===== config.mk =====
export PLATFORM = sky130hd
export DESIGN_NAME = alu_operand_loader_flat
export DESIGN_NICKNAME = d
export VERILOG_FILES = /design/src/rtl/alu_operand_loader_if.sv /design/src/rtl/alu_operand_loader.sv /design/src/flat_wrapper.sv
export SDC_FILE = /design/constraint.sdc
export NUM_CORES = 1
export LEC_CHECK = 0
export CORE_MARGIN = 3
export CORE_UTILIZATION = 39
export DETAILED_ROUTE_END_ITERATION = 7
export PLACE_DENSITY_LB_ADDON = 0.15
export SYNTH_ARGS = -nofsm -noshare
export SYNTH_HDL_FRONTEND = slang
export SYNTH_SLANG_ARGS = --single-unit

===== constraint.sdc =====
create_clock -name clk -period 1.5 [get_ports clk]
set_clock_uncertainty 0.1 [all_clocks]
set_input_delay 0.3 -clock clk [delete_from_list [all_inputs] [get_ports clk]]
set_output_delay 0.3 -clock clk [all_outputs]
set_load 0.02 [all_outputs]

===== src/rtl/alu_operand_loader_if.sv =====
`default_nettype none
// ============================================================================
//  Module      : alu_operand_loader_if
//  Description : Operand/opcode bus between a producer and alu_operand_loader,
//                plus the registered operand outputs that feed the ALU.
//  Revision    : 1.0 - initial release
// ============================================================================
interface alu_operand_loader_if #(
    parameter int WIDTH = 8
);
    logic                    data_in_dummy_unused_guard;
    logic [WIDTH-1:0]        data_in;
    logic                    data_valid;
    logic                    next;
    logic                    clear;
    logic signed [WIDTH-1:0] in1;
    logic signed [WIDTH-1:0] in2;
    logic [1:0]              op;
    logic                    invalid_data;
    logic                    operands_valid;
    logic                    timeout;
    logic [1:0]              state;

    // Producer / consumer side
    modport master (
        output data_in, data_valid, next, clear,
        input  in1, in2, op, invalid_data, operands_valid, timeout, state
    );

    // Loader side
    modport slave (
        input  data_in, data_valid, next, clear,
        output in1, in2, op, invalid_data, operands_valid, timeout, state
    );
endinterface
`default_nettype wire


===== src/rtl/alu_operand_loader.sv =====
`default_nettype none
// ============================================================================
//  Module      : alu_operand_loader
//  Description : Collects in1, in2 and a 2-bit opcode from a shared strobed
//                bus, presents them as registered operands to the ALU and
//                holds them until the consumer signals next.
//                Optional watchdog enabled by defining LOADER_TIMEOUT_EN.
//  Revision    : 1.0 - initial release
// ============================================================================
module alu_operand_loader #(
    parameter int WIDTH          = 8,
    parameter int TIMEOUT_CYCLES = 255
) (
    input  wire logic          clk,
    input  wire logic          rst,
    alu_operand_loader_if.slave bus
);

    typedef enum logic [1:0] {
        S_A     = 2'd0,
        S_B     = 2'd1,
        S_OP    = 2'd2,
        S_READY = 2'd3
    } state_t;

    state_t                  r_state;
    logic signed [WIDTH-1:0] r_in1;
    logic signed [WIDTH-1:0] r_in2;
    logic [1:0]              r_op;
    logic                    r_op_bad;
    logic                    r_operands_valid;
    logic                    r_invalid_data;
    logic                    w_op_hi_set;

    // Any set bit above the 2-bit opcode field marks the opcode as malformed
    assign w_op_hi_set = |bus.data_in[WIDTH-1:2];

`ifdef LOADER_TIMEOUT_EN
    localparam int                c_WD_W    = $clog2(TIMEOUT_CYCLES + 1);
    localparam logic [c_WD_W-1:0] c_WD_LAST = c_WD_W'(TIMEOUT_CYCLES - 1);
    logic [c_WD_W-1:0]            r_watchdog;
    logic                         r_timeout;
    assign bus.timeout = r_timeout;
`else
    assign bus.timeout = 1'b0;
`endif

    // Loader FSM with all outputs registered; rst beats clear beats strobes
    always_ff @(posedge clk) begin
        if (rst || bus.clear) begin
            r_state          <= S_A;
            r_in1            <= '0;
            r_in2            <= '0;
            r_op             <= '0;
            r_op_bad         <= 1'b0;
            r_operands_valid <= 1'b0;
            r_invalid_data   <= 1'b1;
`ifdef LOADER_TIMEOUT_EN
            r_timeout        <= 1'b0;
            r_watchdog       <= '0;
`endif
        end else begin
            case (r_state)
                S_A: begin
                    if (bus.data_valid) begin
                        r_in1   <= bus.data_in;
                        r_state <= S_B;
`ifdef LOADER_TIMEOUT_EN
                        r_timeout  <= 1'b0;
                        r_watchdog <= '0;
`endif
                    end
                end
                S_B: begin
                    if (bus.data_valid) begin
                        r_in2   <= bus.data_in;
                        r_state <= S_OP;
`ifdef LOADER_TIMEOUT_EN
                        r_watchdog <= '0;
                    end else if (r_watchdog == c_WD_LAST) begin
                        // Give up waiting: present what we have, flagged bad
                        r_state          <= S_READY;
                        r_timeout        <= 1'b1;
                        r_operands_valid <= 1'b1;
                        r_invalid_data   <= 1'b1;
                        r_watchdog       <= '0;
                    end else begin
                        r_watchdog <= r_watchdog + c_WD_W'(1);
`endif
                    end
                end
                S_OP: begin
                    if (bus.data_valid) begin
                        r_op             <= bus.data_in[1:0];
                        r_op_bad         <= w_op_hi_set;
                        r_state          <= S_READY;
                        r_operands_valid <= 1'b1;
                        r_invalid_data   <= w_op_hi_set;
`ifdef LOADER_TIMEOUT_EN
                        r_watchdog <= '0;
                    end else if (r_watchdog == c_WD_LAST) begin
                        r_state          <= S_READY;
                        r_timeout        <= 1'b1;
                        r_operands_valid <= 1'b1;
                        r_invalid_data   <= 1'b1;
                        r_watchdog       <= '0;
                    end else begin
                        r_watchdog <= r_watchdog + c_WD_W'(1);
`endif
                    end
                end
                S_READY: begin
                    // Operands are kept until overwritten; strobes here are dropped
                    if (bus.next) begin
                        r_state          <= S_A;
                        r_op_bad         <= 1'b0;
                        r_operands_valid <= 1'b0;
                        r_invalid_data   <= 1'b1;
                    end
                end
                default: begin
                    r_state <= S_A;
                end
            endcase
        end
    end

    assign bus.in1            = r_in1;
    assign bus.in2            = r_in2;
    assign bus.op             = r_op;
    assign bus.invalid_data   = r_invalid_data;
    assign bus.operands_valid = r_operands_valid;
    assign bus.state          = r_state;

endmodule
`default_nettype wire


===== src/flat_wrapper.sv =====
// flat-port wrapper written by rule: the top's interface ports become plain ports
module alu_operand_loader_flat 
#(
    parameter int WIDTH          = 8,
    parameter int TIMEOUT_CYCLES = 255
)
  (clk, rst, bus_data_in, bus_data_valid, bus_next, bus_clear, bus_in1, bus_in2, bus_op, bus_invalid_data, bus_operands_valid, bus_timeout, bus_state);
  alu_operand_loader_if #(.WIDTH(WIDTH)) bus_i ();
  input  wire logic clk;
  input  wire logic rst;
  input wire logic [$bits(bus_i.data_in)-1:0] bus_data_in;
  input wire logic [$bits(bus_i.data_valid)-1:0] bus_data_valid;
  input wire logic [$bits(bus_i.next)-1:0] bus_next;
  input wire logic [$bits(bus_i.clear)-1:0] bus_clear;
  output wire logic [$bits(bus_i.in1)-1:0] bus_in1;
  output wire logic [$bits(bus_i.in2)-1:0] bus_in2;
  output wire logic [$bits(bus_i.op)-1:0] bus_op;
  output wire logic [$bits(bus_i.invalid_data)-1:0] bus_invalid_data;
  output wire logic [$bits(bus_i.operands_valid)-1:0] bus_operands_valid;
  output wire logic [$bits(bus_i.timeout)-1:0] bus_timeout;
  output wire logic [$bits(bus_i.state)-1:0] bus_state;
  assign bus_i.data_in = bus_data_in;
  assign bus_i.data_valid = bus_data_valid;
  assign bus_i.next = bus_next;
  assign bus_i.clear = bus_clear;
  assign bus_in1 = bus_i.in1;
  assign bus_in2 = bus_i.in2;
  assign bus_op = bus_i.op;
  assign bus_invalid_data = bus_i.invalid_data;
  assign bus_operands_valid = bus_i.operands_valid;
  assign bus_timeout = bus_i.timeout;
  assign bus_state = bus_i.state;
  alu_operand_loader #(.WIDTH(WIDTH), .TIMEOUT_CYCLES(TIMEOUT_CYCLES)) u_core (.clk(clk), .rst(rst), .bus(bus_i));
endmodule

==> flow_metrics.env, run 1 <==
export IMPL_status="finished clean"
export IMPL_cap_violations=0
export IMPL_synth_nets=137
export IMPL_htree_num_levels=1
export IMPL_whs_path_depth=2
export IMPL_synth_cell_type_count=23
export IMPL_critPathCaptureType="flip-flop"
export IMPL_worst_setup_path_type="reg -> reg"
export IMPL_yosys_top_cells_count="25 x nand2_1, 22 x dfxtp_1, 20 x a21oi_1"
export IMPL_place_congestion=0.773
export IMPL_synth_edff_count=0
export IMPL_drt_wl_total_um=2270
export IMPL_combPwrFrac=0.148
export IMPL_clk_latency_ns=0.30
export IMPL_cts_root_buf="clkbuf_4"
export IMPL_diodes=0
export IMPL_clkSlewWorstSetupHoldPaths_ns=0.12
export IMPL_synth_top_area_cell="dfxtp_1"
export IMPL_syn_area_per_cell_um2=8.40
export IMPL_critPathRequiredTime_ns=1.60
export IMPL_ys_seq_elements=22
export IMPL_cts_tree="built"
export IMPL_synth_top_cell_area_share=0.444
export IMPL_drive_gt1_frac=0.157
export IMPL_track_usage=0.149
export IMPL_power_leakage_nw=0.611
export IMPL_max_freq_ghz=0.683
export IMPL_ioPinCount=36
export IMPL_timing_final_crit_share=0.977
export IMPL_peakVddDrop_mv=0.573
export IMPL_rrSetupSlack_ns=0.03
export IMPL_synth_top_flop_cell="dfxtp_1"
export IMPL_slowest_stage="dfxtp_4"
export IMPL_finalPower_w=0.00124
export IMPL_slew_violations=0
export IMPL_timing_rr_start="u_core.bus.state[0]"
export IMPL_synth_area_top_cells="dfxtp_1 44%, a21oi_1 10%, nand2_1 9.5%, nand3_1 9.1%, ha_1 7.6%"
export IMPL_netlist_area_um2=991
export IMPL_cpPeakStageDelay_ns=0.38
export IMPL_dp_hpwl_um=1810
export IMPL_syn_inst=118
export IMPL_io_buffers=34
export IMPL_hold_path_class="reg -> reg"
export IMPL_num_nets_final=179
export IMPL_crit_chain="inv_2 > ha_2 > mux2_4 > a211oi_2 > a21oi_1"
export IMPL_intPower_w=0.000952
export IMPL_async_flop_share=0
export IMPL_die_area_um2=3180
export IMPL_pwr_share_clk=0.364
export IMPL_grt_pass1_wl_um=3760
export IMPL_switchingPower_w=0.000287
export IMPL_drc=0
export IMPL_wl_per_cell_um=12.1
export IMPL_via_per_inst=4.95
export IMPL_synth_seq_area_share=0.444
export IMPL_num_rows=17
export IMPL_synth_warnings=0
export IMPL_cts_sinks=22
export IMPL_gr_total_overflow=0
export IMPL_reg2reg_depth=5
export IMPL_initial_utilization=0.427
export IMPL_min_to="u_core.bus.in1[6]"
export IMPL_hold_viol=0
export IMPL_stdcell_area_um2=1430
export IMPL_finalSetupViolCount=0
export IMPL_swShare=0.232
export IMPL_layout_min_cycle_time_ns=1.47
export IMPL_crit_arrival_ns=1.56
export IMPL_rsz0062_at_grt="yes"
export IMPL_drt_iter0_drc=19
export IMPL_seq_power_share=0.488
export IMPL_start_kind="flip-flop"
export IMPL_grt_antenna_before_repair=0
export IMPL_chipWidth_um=56.4
export IMPL_grt_max_degree=15
export IMPL_synth_most_common_cell="nand2_1"
export IMPL_firstDrtPassIters=6
export IMPL_power_per_cell_area_nw_per_um2=865
export IMPL_hold_start="u_core.bus.in1[6]"
export IMPL_worst_r2r_endpoint="u_core.bus.invalid_data"
export IMPL_area_growth_syn_to_layout_pct=44.4
export IMPL_worstPathBufferInverterCount=1
export IMPL_die_h_um=56.4
export IMPL_coreArea_um2=2320
export IMPL_place_area_um2=1400
export IMPL_detail_route_antenna_nets=0
export IMPL_clk_path_buf_depth=2
export IMPL_path_delay_family="flip-flops"
export IMPL_cts_buffers_inserted=3
export IMPL_grt_pass1_vias=840
export IMPL_path_max_fanout=5
export IMPL_vias=925
export IMPL_hold_ws_ns=0.357
[worst max path at each step]
stage                              startpoint                       to  slack, ns  depth (start not counted)
after CTS                 u_core.bus.state[1]             bus_state[1]       0.04                          1
after detailed placement       bus_data_valid        u_core.bus.in2[2]       -0.1                          5
after floorplan           u_core.bus.state[0]  u_core.bus.invalid_data      -0.01                          5
final                     u_core.bus.state[0]  u_core.bus.invalid_data       0.03                          5
after global routing      u_core.bus.state[0]  u_core.bus.invalid_data     -0.004                          5
after global placement         bus_data_valid      u_core.bus.state[1]      -0.06                          4
[final cells by class]
type,instances,area [um^2]
Clock inverter,1,30.0
Fill cell,221,887
Multi-Input combinational cell,87,502
Tap cell,28,35.0
Timing Repair Buffer,44,389
Sequential cell,22,445
Inverter,2,7.51
Clock buffer,3,22.5
[power groups by stage]
stage	registers (W)	clock network, W	logic (W)
3_5_place_dp	0.000619	0	0.000190
6_report	0.000605	0.000451	0.000183
5_1_grt	0.000607	0.000496	0.000201
3_3_place_gp	0.000618	0	0.000187
4_1_cts	0.000605	0.000465	0.000182
2_1_floorplan	0.000633	0	0.0000845
[registers in the layout (all words and copies together), names as in the netlist]
register and count:
u_core.bus.invalid_data 1, u_core.bus.in2 8, u_core.bus.state 2, u_core.bus.operands_valid 1
u_core.bus.op 2, u_core.bus.in1 8
[layer usage]
layer / part of all wire / up-vias / GRT usage
li1: - / 478 / -
met4: 0.019 / 0 / 0.0508
met3: 0.068 / 6 / 0.0414
met1: 0.44 / 412 / 0.179
met5: 0 / - / 0
met2: 0.47 / 29 / 0.252
[cell families (layout without fill, tap and decap cells)]
| kind of cell | after synthesis | in the layout | share of synthesized area |
|---|---|---|---|
| simple gates | 53 | 53 | 0.251 |
| fa+ha+maj | 6 | 6 | 0.0758 |
| buf+inv | 9 | 50 | 0.0568 |
| compound gates | 24 | 24 | 0.133 |
| other cells | 1 | 1 | 0.00378 |
| mux | 3 | 3 | 0.0353 |
| flops | 22 | 22 | 0.444 |
[placed cells by master, fill, tap and decap left out]
cell             Yosys  routed
nand2_1             25      24
dlygate4sd2_1        0      21
a21oi_1             20      20
dfxtp_1             22      20
nand3_1             18      18
clkdlybuf4s50_1      0      12
buf_4                3      10
ha_1                 6       4
clkbuf_4             0       3
nand2_2              1       2
nor2_1               2       2
o21ai_0              2       2
mux2i_1              2       2
nor2b_1              2       2
ha_2                 0       2
inv_1                2       1
inv_2                0       1
or2_1                1       1
nor3_2               1       1
nand2b_1             1       1
o21ai_2              1       1
and4b_1              1       1
nor4_1               1       1
mux2_4               1       1
a211oi_2             1       1
conb_1               1       1
bufinv_16            0       1
clkdlybuf4s15_1      0       1
dfxtp_4              0       1
dfxtp_2              0       1
[per-stage QoR]
stage | TNS (ns) | utilization | instances | setup WS, ns
finish | 0 | 0.617 | 187 | 0.0349
global route | -0.00361 | 0.617 | 187 | -0.00361
CTS | 0 | 0.615 | 187 | 0.0439
detailed placement | -1.20 | 0.602 | 183 | -0.0993
global placement | -0.617 | 0.602 | 183 | -0.0638
floorplan | -0.0105 | - | 118 | -0.0105
[what timing repair did]
action                                  4_1_cts  5_1_grt
gates resized for setup                      25        3
endpoints found under the setup margin       23        4
buffers inserted                              0        0
hold buffers                                  0        0
[worst register-to-register path, stage by stage, from the launching register on]
cell and delay, ns:
dfxtp_4 0.38, inv_2 0.08, ha_2 0.20, mux2_4 0.30, a211oi_2 0.22, a21oi_1 0.07
Power figures use the tool's default switching activity.
==> run 2, diff against run 1 <==
Settings changed: CORE_ASPECT_RATIO from default to 1.2.
==> run 2 against run 1 <==
  * Non-clock buffer count is 1 higher
  * Clock power is 45% lower
  * Sequential cell count stayed put
  * Setup slack better by 0.048 ns
  * Final area is 1.7% lower
  * Highest routed layer unchanged
  * Count of clock-buffer cells in the layout stayed put
  * Worst hold slack better by 0.0038 ns
  * Combinational power hardly changed
  * Largest power group unchanged
  * Critical path type unchanged
  * Core utilization is 1.9 points lower
==> flow_metrics.env, run 2 (synthesis gave the netlist of run 1 again) <==
export IMPL_power_leakage_nw=0.602
export IMPL_cts_sinks=22
export IMPL_htree_num_levels=1
export IMPL_gr_total_overflow=0
export IMPL_drc=0
export IMPL_rsz0062_at_grt="no"
export IMPL_finalSetupViolCount=0
export IMPL_final_cell_mix="25 x nand2_1, 21 x dlygate4sd2_1, 20 x a21oi_1, 20 x dfxtp_1, 18 x nand3_1"
export IMPL_detail_route_antenna_nets=0
export IMPL_path_delay_family="flip-flops"
export IMPL_worstPathBufferInverterCount=1
export IMPL_io_buffers=34
export IMPL_power_per_cell_area_nw_per_um2=737
export IMPL_diodes=0
export IMPL_die_h_um=61.2
export IMPL_drt_iter0_drc=15
export IMPL_start_kind="flip-flop"
export IMPL_clk_latency_ns=0.29
export IMPL_hold_start="u_core.bus.in1[7]"
export IMPL_ioPinCount=36
export IMPL_grt_pass1_wl_um=3690
export IMPL_crit_chain="inv_2 > ha_2 > mux2_4 > a211oi_2 > a21oi_1"
export IMPL_worst_r2r_endpoint="u_core.bus.invalid_data"
export IMPL_cts_tree="built"
export IMPL_chipWidth_um=52.0
export IMPL_grt_antenna_before_repair=0
export IMPL_status="finished clean"
export IMPL_post_cts_buffers=0
export IMPL_cts_buffers_inserted=3
export IMPL_worst_setup_path_type="reg -> reg"
export IMPL_wl_per_cell_um=11.9
export IMPL_drt_wl_total_um=2260
export IMPL_clk_path_buf_depth=2
export IMPL_drive_gt1_frac=0.145
export IMPL_path_max_fanout=5
export IMPL_firstDrtPassIters=5
export IMPL_hold_ws_ns=0.360
export IMPL_num_nets_final=180
export IMPL_coreArea_um2=2350
export IMPL_timing_final_crit_share=0.944
export IMPL_reg2reg_depth=5
export IMPL_cpPeakStageDelay_ns=0.38
export IMPL_layout_min_cycle_time_ns=1.42
export IMPL_clkSlewWorstSetupHoldPaths_ns=0.11
export IMPL_track_usage=0.153
export IMPL_num_rows=19
export IMPL_die_area_um2=3180
export IMPL_vias=935
export IMPL_slowest_stage="dfxtp_4"
export IMPL_ctsHoldBuffers=0
export IMPL_grt_pass1_vias=842
export IMPL_layout_commonest_cell="nand2_1"
export IMPL_place_congestion=0.790
export IMPL_hold_viol=0
export IMPL_grt_max_degree=14
export IMPL_whs_path_depth=2
export IMPL_area_growth_syn_to_layout_pct=42.0
export IMPL_rrSetupSlack_ns=0.08
export IMPL_slew_violations=0
export IMPL_timing_rr_start="u_core.bus.state[0]"
export IMPL_critPathRequiredTime_ns=1.58
export IMPL_initial_utilization=0.421
export IMPL_via_per_inst=4.92
export IMPL_crit_arrival_ns=1.50
export IMPL_critPathCaptureType="flip-flop"
export IMPL_max_freq_ghz=0.706
export IMPL_hold_path_class="reg -> reg"
export IMPL_cap_violations=0
export IMPL_peakVddDrop_mv=0.656
export IMPL_cts_root_buf="clkbuf_4"
export IMPL_min_to="u_core.bus.in1[7]"
export IMPL_dp_hpwl_um=1830
export IMPL_final_core_util=0.598
[run 2: cell types whose count changed in the layout (fill, tap and decap cells not counted), sizes merged]
cell	previous run	this run
buf	10	11
bufinv	1	0
[run 2: worst max path at each step]
stage,start,endpoint,slack [ns],cells after the start
4_1_cts,u_core.bus.state[0],u_core.bus.invalid_data,0.02,5
3_3_place_gp,bus_data_valid,u_core.bus.invalid_data,-0.07,4
6_report,u_core.bus.state[0],u_core.bus.invalid_data,0.08,5
5_1_grt,u_core.bus.state[1],u_core.bus.in1[5],0.01,5
2_1_floorplan,u_core.bus.state[0],u_core.bus.invalid_data,-0.01,5
3_5_place_dp,bus_data_valid,u_core.bus.state[1],-0.09,4
[run 2: layout make-up]
cell class	count	area, um^2
fillers	220	946
multi-input cells	87	497
flip-flops and latches	22	445
repair buffers	45	397
well taps	31	38.8
clock buffers	3	22.5
inverters	2	7.51
[run 2: tightest hold or removal path, stage by stage (launching register included)]
cell,delay (ns)
dfxtp_1,0.32
nand2_1,0.05
a21oi_1,0.05
[run 2: what timing repair did]
action | CTS | global route
setup endpoints to repair | 22 | 2
pin swaps | 0 | 0
gates resized for setup | 22 | 4
[run 2: where the power goes]
part           total [W]  switching, W  internal [W]
sequential      0.000604    0.00000782      0.000596
clock           0.000250      0.000156     0.0000933
combinational   0.000184     0.0000987     0.0000854
total            0.00104      0.000263      0.000775
[run 2: per-stage QoR]
step           setup WS (ns)  instance area, um^2  cells  setup TNS, ns  total power (W)
6_report              0.0833                 1410    190              0          0.00104
5_1_grt               0.0103                 1410    190              0          0.00110
4_1_cts               0.0172                 1400    190              0          0.00105
3_5_place_dp         -0.0938                 1410    187         -0.859         0.000811
3_3_place_gp         -0.0692                 1410    187         -0.621         0.000809
2_1_floorplan        -0.0105                  993    118        -0.0105         0.000718
[run 2: routing by layer]
| layer | vias up | global-route usage | wire (um) |
|---|---|---|---|
| li1 | 480 | - | - |
| met1 | 427 | 0.202 | 1000 |
| met2 | 26 | 0.251 | 1130 |
| met3 | 2 | 0.0339 | 123 |
| met4 | 0 | 0.0449 | 8 |
| met5 | - | 0 | 0 |
==> run 3, diff against run 2 <==
Settings changed: REMOVE_ABC_BUFFERS from default to 1.
==> run 3 against run 2 <==
  * Die area is the same
  * Sequential cell count unchanged
  * Routed wire length grew 4.7%
  * Total power up 20%
  * First-iteration DRC count grew 33%
  * Critical path depth is 4 lower
  * Final area is 2.9% higher
  * Global-route usage rose by 0.85 points
  * Sequential power hardly changed
  * Register-to-register slack improved by 0.02 ns
  * Critical endpoint is now bus_invalid_data
  * Worst hold slack lost 0.0017 ns
==> flow_metrics.env, run 3 (synthesis gave the netlist of run 1 again) <==
export IMPL_final_cell_mix="24 x nand2_1, 21 x dlygate4sd2_1, 20 x a21oi_1, 20 x dfxtp_1, 18 x nand3_1"
export IMPL_clk_latency_ns=0.31
export IMPL_coreArea_um2=2350
export IMPL_finalSetupViolCount=0
export IMPL_layout_commonest_cell="nand2_1"
export IMPL_hold_path_class="reg -> reg"
export IMPL_grt_pass1_wl_um=3830
export IMPL_die_h_um=61.2
export IMPL_critPathRequiredTime_ns=1.10
export IMPL_num_nets_final=181
export IMPL_start_kind="flip-flop"
export IMPL_cap_violations=0
export IMPL_via_per_inst=4.89
export IMPL_crit_arrival_ns=1.03
export IMPL_worstPathBufferInverterCount=1
export IMPL_cpPeakStageDelay_ns=0.38
export IMPL_cts_tree="built"
export IMPL_stdcell_area_um2=1450
export IMPL_track_usage=0.162
export IMPL_io_buffers=34
export IMPL_place_area_um2=1410
export IMPL_grt_antenna_before_repair=0
export IMPL_diodes=0
export IMPL_area_growth_syn_to_layout_pct=46.2
export IMPL_htree_num_levels=1
export IMPL_drc=0
export IMPL_path_max_fanout=2
export IMPL_worst_setup_path_type="reg -> out"
export IMPL_cts_buffers_inserted=3
export IMPL_layout_setup_ws_ns=0.0684
export IMPL_grt_max_degree=14
export IMPL_finalPower_w=0.00124
export IMPL_path_delay_family="flip-flops"
export IMPL_peakVddDrop_mv=0.434
export IMPL_num_rows=19
export IMPL_cts_sinks=22
export IMPL_max_freq_ghz=0.699
export IMPL_gr_total_overflow=0
export IMPL_clkSlewWorstSetupHoldPaths_ns=0.12
export IMPL_power_leakage_nw=0.622
export IMPL_met3_usage=0.0291
export IMPL_drt_wl_total_um=2370
export IMPL_timing_final_crit_share=0.954
export IMPL_hold_viol=0
export IMPL_status="finished clean"
export IMPL_rrSetupSlack_ns=0.10
export IMPL_critPathCaptureType="output port"
export IMPL_busiest_layer="met2"
export IMPL_detail_route_antenna_nets=0
export IMPL_drive_gt1_frac=0.168
export IMPL_fillers=211
export IMPL_drt_iter0_drc=20
export IMPL_vias=938
export IMPL_place_congestion=0.819
export IMPL_tns_ns=0
export IMPL_ctsHoldBuffers=0
export IMPL_power_per_cell_area_nw_per_um2=858
export IMPL_die_area_um2=3180
export IMPL_grt_util_met2=0.282
export IMPL_crit_chain="dlygate4sd2_1"
export IMPL_chipWidth_um=52.0
export IMPL_met1_usage=0.193
export IMPL_cts_root_buf="clkbuf_4"
export IMPL_grt_pass1_vias=900
export IMPL_slew_violations=0
export IMPL_clk_path_buf_depth=2
export IMPL_wl_per_cell_um=12.3
export IMPL_initial_utilization=0.421
export IMPL_slowest_stage="dfxtp_1"
export IMPL_firstDrtPassIters=4
export IMPL_layout_min_cycle_time_ns=1.43
export IMPL_post_cts_buffers=0
export IMPL_ioPinCount=36
export IMPL_dp_hpwl_um=1850
export IMPL_dp_slack_ns=-0.113
## run 3: worst paths after layout
check,start,to,cells after the start
worst min register to register,u_core.bus.in2[5],u_core.bus.in2[5],2
worst max register to register,u_core.bus.state[0],u_core.bus.invalid_data,6
worst min-delay path,u_core.bus.in2[5],u_core.bus.in2[5],2
worst max-delay path,u_core.bus.invalid_data,bus_invalid_data,1
## run 3: power breakdown
group / internal (W) / switching [W] / leakage [nW]
combinational: 0.0000879 / 0.000100 / 0.415
clock: 0.000270 / 0.000181 / 0.0279
sequential: 0.000597 / 0.00000698 / 0.179
total: 0.000955 / 0.000289 / 0.622
## run 3: final cells by class
| type | count | area (um^2) | area share |
|---|---|---|---|
| Multi-Input combinational cell | 87 | 502 | 0.346 |
| Tap cell | 31 | 38.8 | 0.0268 |
| Sequential cell | 22 | 443 | 0.306 |
| Clock inverter | 1 | 30.0 | 0.0207 |
| Inverter | 2 | 7.51 | 0.00518 |
| Clock buffer | 3 | 22.5 | 0.0155 |
| Timing Repair Buffer | 46 | 405 | 0.280 |
## run 3: routing by layer
| metal | wire, um | up-vias |
|---|---|---|
| li1 | - | 484 |
| met2 | 1190 | 31 |
| met4 | 31 | 0 |
| met3 | 131 | 4 |
| met1 | 1020 | 419 |
| met5 | 0 | - |
## run 3: stage by stage
stage,hold slack (ns),utilization,instances
after floorplan,0.348,-,111
after global placement,0.342,0.600,188
after detailed placement,0.346,0.600,188
after CTS,0.361,0.611,192
after global routing,0.374,0.616,192
final,0.359,0.616,192
## run 3: what timing repair did
| action | CTS | global route |
|---|---|---|
| endpoints found under the setup margin | 22 | 14 |
| pin swaps | 0 | 1 |
| resized for setup | 24 | 5 |
| gates cloned | 0 | 0 |
## run 3: worst reg2reg max path, cell delays in order, from the launching register on
cell     delay, ns
dfxtp_2       0.35
buf_4         0.13
ha_1          0.21
buf_4         0.15
nor2b_2       0.11
and4b_1       0.20
a21oi_1       0.06
==> variant 1: new RTL, settings of run 3 <==
Add a define of `LOADER_TIMEOUT_EN`.
--- a/src/rtl/alu_operand_loader.sv
+++ b/src/rtl/alu_operand_loader.sv
@@ -7,6 +7,8 @@
 //                Optional watchdog enabled by defining LOADER_TIMEOUT_EN.
 //  Revision    : 1.0 - initial release
 // ============================================================================
+`define LOADER_TIMEOUT_EN
+
 module alu_operand_loader #(
     parameter int WIDTH          = 8,
     parameter int TIMEOUT_CYCLES = 255
Check against the original RTL: same outputs for any inputs over 10 cycles, from zero or initial values; that may be too few to reach the edited logic, so the function may still have changed.
==> variant 1 against run 3 <==
Critical endpoint is now u_core.bus.invalid_data. Non-clock buffer count rose by 24. Routed wire length rose by 60%. Total power rose by 29%. Register-to-register slack got worse by 0.18 ns. Core utilization rose by 9.2 points. Setup slack got worse by 0.17 ns. Sequential share of layout area fell by 2.9 points. Global-route usage rose by 2.6 points. Synthesized area rose by 36%. Design area rose by 56%. The run now ends with negative setup slack left. Count of clock-buffer cells in the layout rose by 3. Sequential cell count rose by 9.
==> variant 1: results (changes against run 3) <==
most frequent cells after synthesis=32 x nand2_1, 31 x dfxtp_1, 21 x a21oi_1, 13 x nor2_1, 12 x nand3_1; # port buffers=35 (+2.9%); final worst slack=-0.104 ns (-0.172 ns); cell family with most CP delay=simple AND/OR/NAND/NOR gates; dpl cell area=1980 µm² (+40%); n_diodes=0 (unchanged); dpl ws=-0.810 ns (-0.698 ns); WP data arrival=1.71 ns (+0.68 ns); fraction of layout cells with a size suffix above 1=38.7% (+22 points); # setup viols final=7 (+7); HP Class=in2reg; First-pass DRT Iterations=4 (unchanged); H-tree depth=2 (+1); violated checks=negative setup slack; top cells by area, synth=dfxtp_1 46%, nand2_1 8.9%, a21oi_1 7.8%; Clk Latency, worst-skew pair=0.32 ns; routability cong.=0.738 (-9.9%); Hold Vio Cnt, Final=0 (unchanged); sequential share of the synthesized area=45.9% (+1.4 points); asr flop ratio synth=0% (unchanged); worst hold slack=0.223 ns (-0.136 ns); via-per-instance ratio=5.32 (+9.0%); number of global-route vias before repair=1344 (+49%); deepest clock path buffer count=2 (unchanged); Leakage=0.914 nW (+47%); CP Max Fanout=2 (unchanged); Nets=254 (+40%); slowest stage cell, crit path=or4_4; met2 usage=31.4% (+3.2 points); Placed Cells=261 (+39%); reg2reg setup slack=-0.08 ns (-0.18 ns); Worst VDD drop=0.000604 V (+39%); post-DP HPWL=2760 µm (+49%); fin cells=271 (+41%); WL final=3790 µm (+60%); M3 GR Usage=5.36% (+2.5 points); Reg clk slew, reported paths=0.10 ns (-0.02 ns); first-pass GRT wire length=6030 µm (+57%); syn avg cell area=8.30 µm² (-1.2%); total CTS buffers=5 (+2); Largest stage delay, worst path=0.52 ns (+0.14 ns); M1 GR Usage=21.3% (+2.0 points); GRT Overall Usage=18.8% (+2.6 points); fill cell count=257 (+22%); Slew HR=approximately 80%; maximum number of pins on one net before global-route repair=19 (+5); Synth cell types=36 (+57%); initial DRC count=65 (+230%); Sequential Area=626 µm² (+41%); status=finished, violations left
## variant 1: final timing paths
path	from	endpoint	depth (start not counted)
worst min-delay path	bus_data_in[4]	u_core.bus.in2[4]	4
worst max-delay path	bus_data_in[4]	u_core.bus.invalid_data	5
worst min register to register	u_core.bus.in2[1]	u_core.bus.in2[1]	2
worst max register to register	u_core.bus.state[1]	u_core.r_watchdog[7]	7
## variant 1: what timing repair did
item                       in CTS  in global routing
setup endpoints to repair      43                 20
setup buffers                   2                  1
pin swaps                      16                 13
gates resized for setup        76                 27
## variant 1: power by group
group,internal (mW),total (mW),switching (mW)
sequential,0.834,0.842,0.00781
combinational,0.138,0.283,0.145
clock,0.217,0.485,0.268
total,1.19,1.61,0.420
## variant 1: kinds of logic after synthesis
| group | share of synthesized area [%] |
|---|---|
| and+or+nand+nor | 25.3 |
| AOI/OAI and AO/OA | 14.7 |
| buffers and inverters | 3.05 |
| muxes | 1.57 |
| xor gates and xnor gates | 3.89 |
| adders and majority gates | 5.55 |
| DFF | 45.9 |
## variant 1: metal layers
layer / routed length, µm / vias up
met5: 0 / -
met4: 103 / 0
met3: 190 / 10
met2: 2050 / 36
met1: 1450 / 692
li1: - / 705
## variant 1: metrics by stage
step	power (mW)	TNS, ns
floorplan	0.953	-2.63
global placement	1.09	-5.81
detailed placement	1.10	-6.85
CTS	1.61	-0.575
global route	1.69	-0.988
finish	1.61	-0.489
## variant 1: worst min-delay path: stages
cell and delay [ns]:
buf_6 0.07, buf_4 0.09, nand3_1 0.05, a21oi_1 0.11
## variant 1: cell type report
type	instances	share of cell area, %
Sequential cell	31	27.7
Clock inverter	1	0.221
Inverter	6	1.33
Timing Repair Buffer	70	26.1
Multi-Input combinational cell	121	40.4
Tap cell	36	1.99
Clock buffer	6	2.27
==> variant 2: new RTL, config.mk and constraints of run 3 <==
Made on the original files. `WIDTH` is set to 8 in 3 places; all go to 9.
--- a/src/rtl/alu_operand_loader_if.sv
+++ b/src/rtl/alu_operand_loader_if.sv
@@ -6,7 +6,7 @@
 //  Revision    : 1.0 - initial release
 // ============================================================================
 interface alu_operand_loader_if #(
-    parameter int WIDTH = 8
+    parameter int WIDTH = 9
 );
     logic                    data_in_dummy_unused_guard;
     logic [WIDTH-1:0]        data_in;
--- a/src/rtl/alu_operand_loader.sv
+++ b/src/rtl/alu_operand_loader.sv
@@ -8,7 +8,7 @@
 //  Revision    : 1.0 - initial release
 // ============================================================================
 module alu_operand_loader #(
-    parameter int WIDTH          = 8,
+    parameter int WIDTH          = 9,
     parameter int TIMEOUT_CYCLES = 255
 ) (
     input  wire logic          clk,
--- a/src/flat_wrapper.sv
+++ b/src/flat_wrapper.sv
@@ -1,7 +1,7 @@
 // flat-port wrapper written by rule: the top's interface ports become plain ports
 module alu_operand_loader_flat 
 #(
-    parameter int WIDTH          = 8,
+    parameter int WIDTH          = 9,
     parameter int TIMEOUT_CYCLES = 255
 )
   (clk, rst, bus_data_in, bus_data_valid, bus_next, bus_clear, bus_in1, bus_in2, bus_op, bus_invalid_data, bus_operands_valid, bus_timeout, bus_state);
Interface: changed (resized bus_data_in, bus_in1 and bus_in2); port bits go from 36 to 39. The function was not compared with the original's and may differ.
==> variant 2 against run 3 <==
Sequential cell count is 2 higher. Die area up 5.6%. Highest routed layer unchanged. Design area rose by 8.0%. Synthesized area up 6.3%. Largest cell class unchanged. Via count rose by 8.7%. Core utilization is 0.24 points lower. Sequential share of layout area is 0.21 points higher. Total power up 6.4%. Maximum frequency up 0.27%. Routed wire length rose by 4.4%. Setup slack improved by 0.0039 ns. Count of clock-buffer cells in the layout did not move.
==> variant 2: results (changes against run 3) <==
Data buffer area share=29.3% (+1.3 points); Post-Syn Area=1050 µm² (+6.3%); fraction of layout cells with a size suffix above 1=14.9% (-1.8 points); post-synthesis adder-cell area fraction=7.13% (-0.45 points); Placed Cells=203 (+8.0%); most frequent cells after synthesis=27 x nand2_1, 24 x dfxtp_1, 21 x a21oi_1, 20 x nand3_1, 6 x ha_1; ClkCell Share=3.36% (-0.27 points); met2 usage=30.2% (+2.0 points); area of all placed cells without fillers=1570 µm² (+8.0%); bufs w/o clock=51 (+11%); status=completed; #FFs+latches synth=24 (+9.1%); sequential share of the synthesized area=45.6% (+1.2 points); Worst VDD drop=0.000693 V (+59%); Net Sw Power=0.302 mW (+4.7%); Synth cell types=24 (+4.3%); fill cell count=253 (+20%); clock network power=0.456 mW (+1%); post-DP HPWL=1980 µm (+6.9%); pwr dens=845 nW/µm² (-1.5%); Leakage=0.680 nW (+9.3%); M1 GR Usage=17.3% (-2.0 points); maximum number of pins on one net before global-route repair=22 (+8); Mapped Cells=127 (+7.6%); met3 wire length=138 µm (+5.3%); routability cong.=0.736 (-10%); first-pass GRT wire length=4240 µm (+11%); Sequential Area=482 µm² (+8.8%); H-tree depth=1 (unchanged); top cells by area, synth=dfxtp_1 46%, a21oi_1 10%, nand2_1 9.6%; comb_multi_in=93 (+6.9%); GRT Overall Usage=16.3% (+0.097 points); post-synthesis compound-gate area fraction=12.7% (-0.55 points); fin cells=207 (+7.8%); slowest stage cell, crit path=dfxtp_2; via-per-instance ratio=4.93 (+0.86%); initial DRC count=15 (-25%); uppermost routed layer=met4; mux cell area share after synthesis=3.33% (-0.21 points); # port buffers=37 (+8.8%); Multi-input gate area=524 µm² (+4.5%); M3 GR Usage=3.10% (+0.20 points); M1 wire length=1030 µm (+1.4%); metal2 WL=1280 µm (+7.3%); Site Rows=20 (+1); CP Max Fanout=5 (+3)
variant 2: cell types whose count changed after synthesis, sizes merged:
cell | run 3 | this run
o21ai | 3 | 4
nor4b | 0 | 1
nor2 | 2 | 1
buf | 7 | 8
and4b | 1 | 0
nand2 | 26 | 28
and3 | 0 | 1
nand3 | 18 | 20
a21oi | 20 | 22
a211oi | 1 | 0
dfxtp | 22 | 24
variant 2: repair_timing:
item,CTS,global route
endpoints found under the setup margin,24,8
buffers inserted,0,0
resized for setup,24,5
variant 2: final timing paths:
path | from | to | slack (ns) | depth (start not counted)
hold / removal | u_core.bus.in1[6] | u_core.bus.in1[6] | 0.36 | 2
setup reg to reg | u_core.bus.state[0] | u_core.bus.invalid_data | 0.08 | 5
hold reg to reg | u_core.bus.in1[6] | u_core.bus.in1[6] | 0.36 | 2
setup / recovery | u_core.bus.state[1] | bus_state[1] | 0.07 | 1
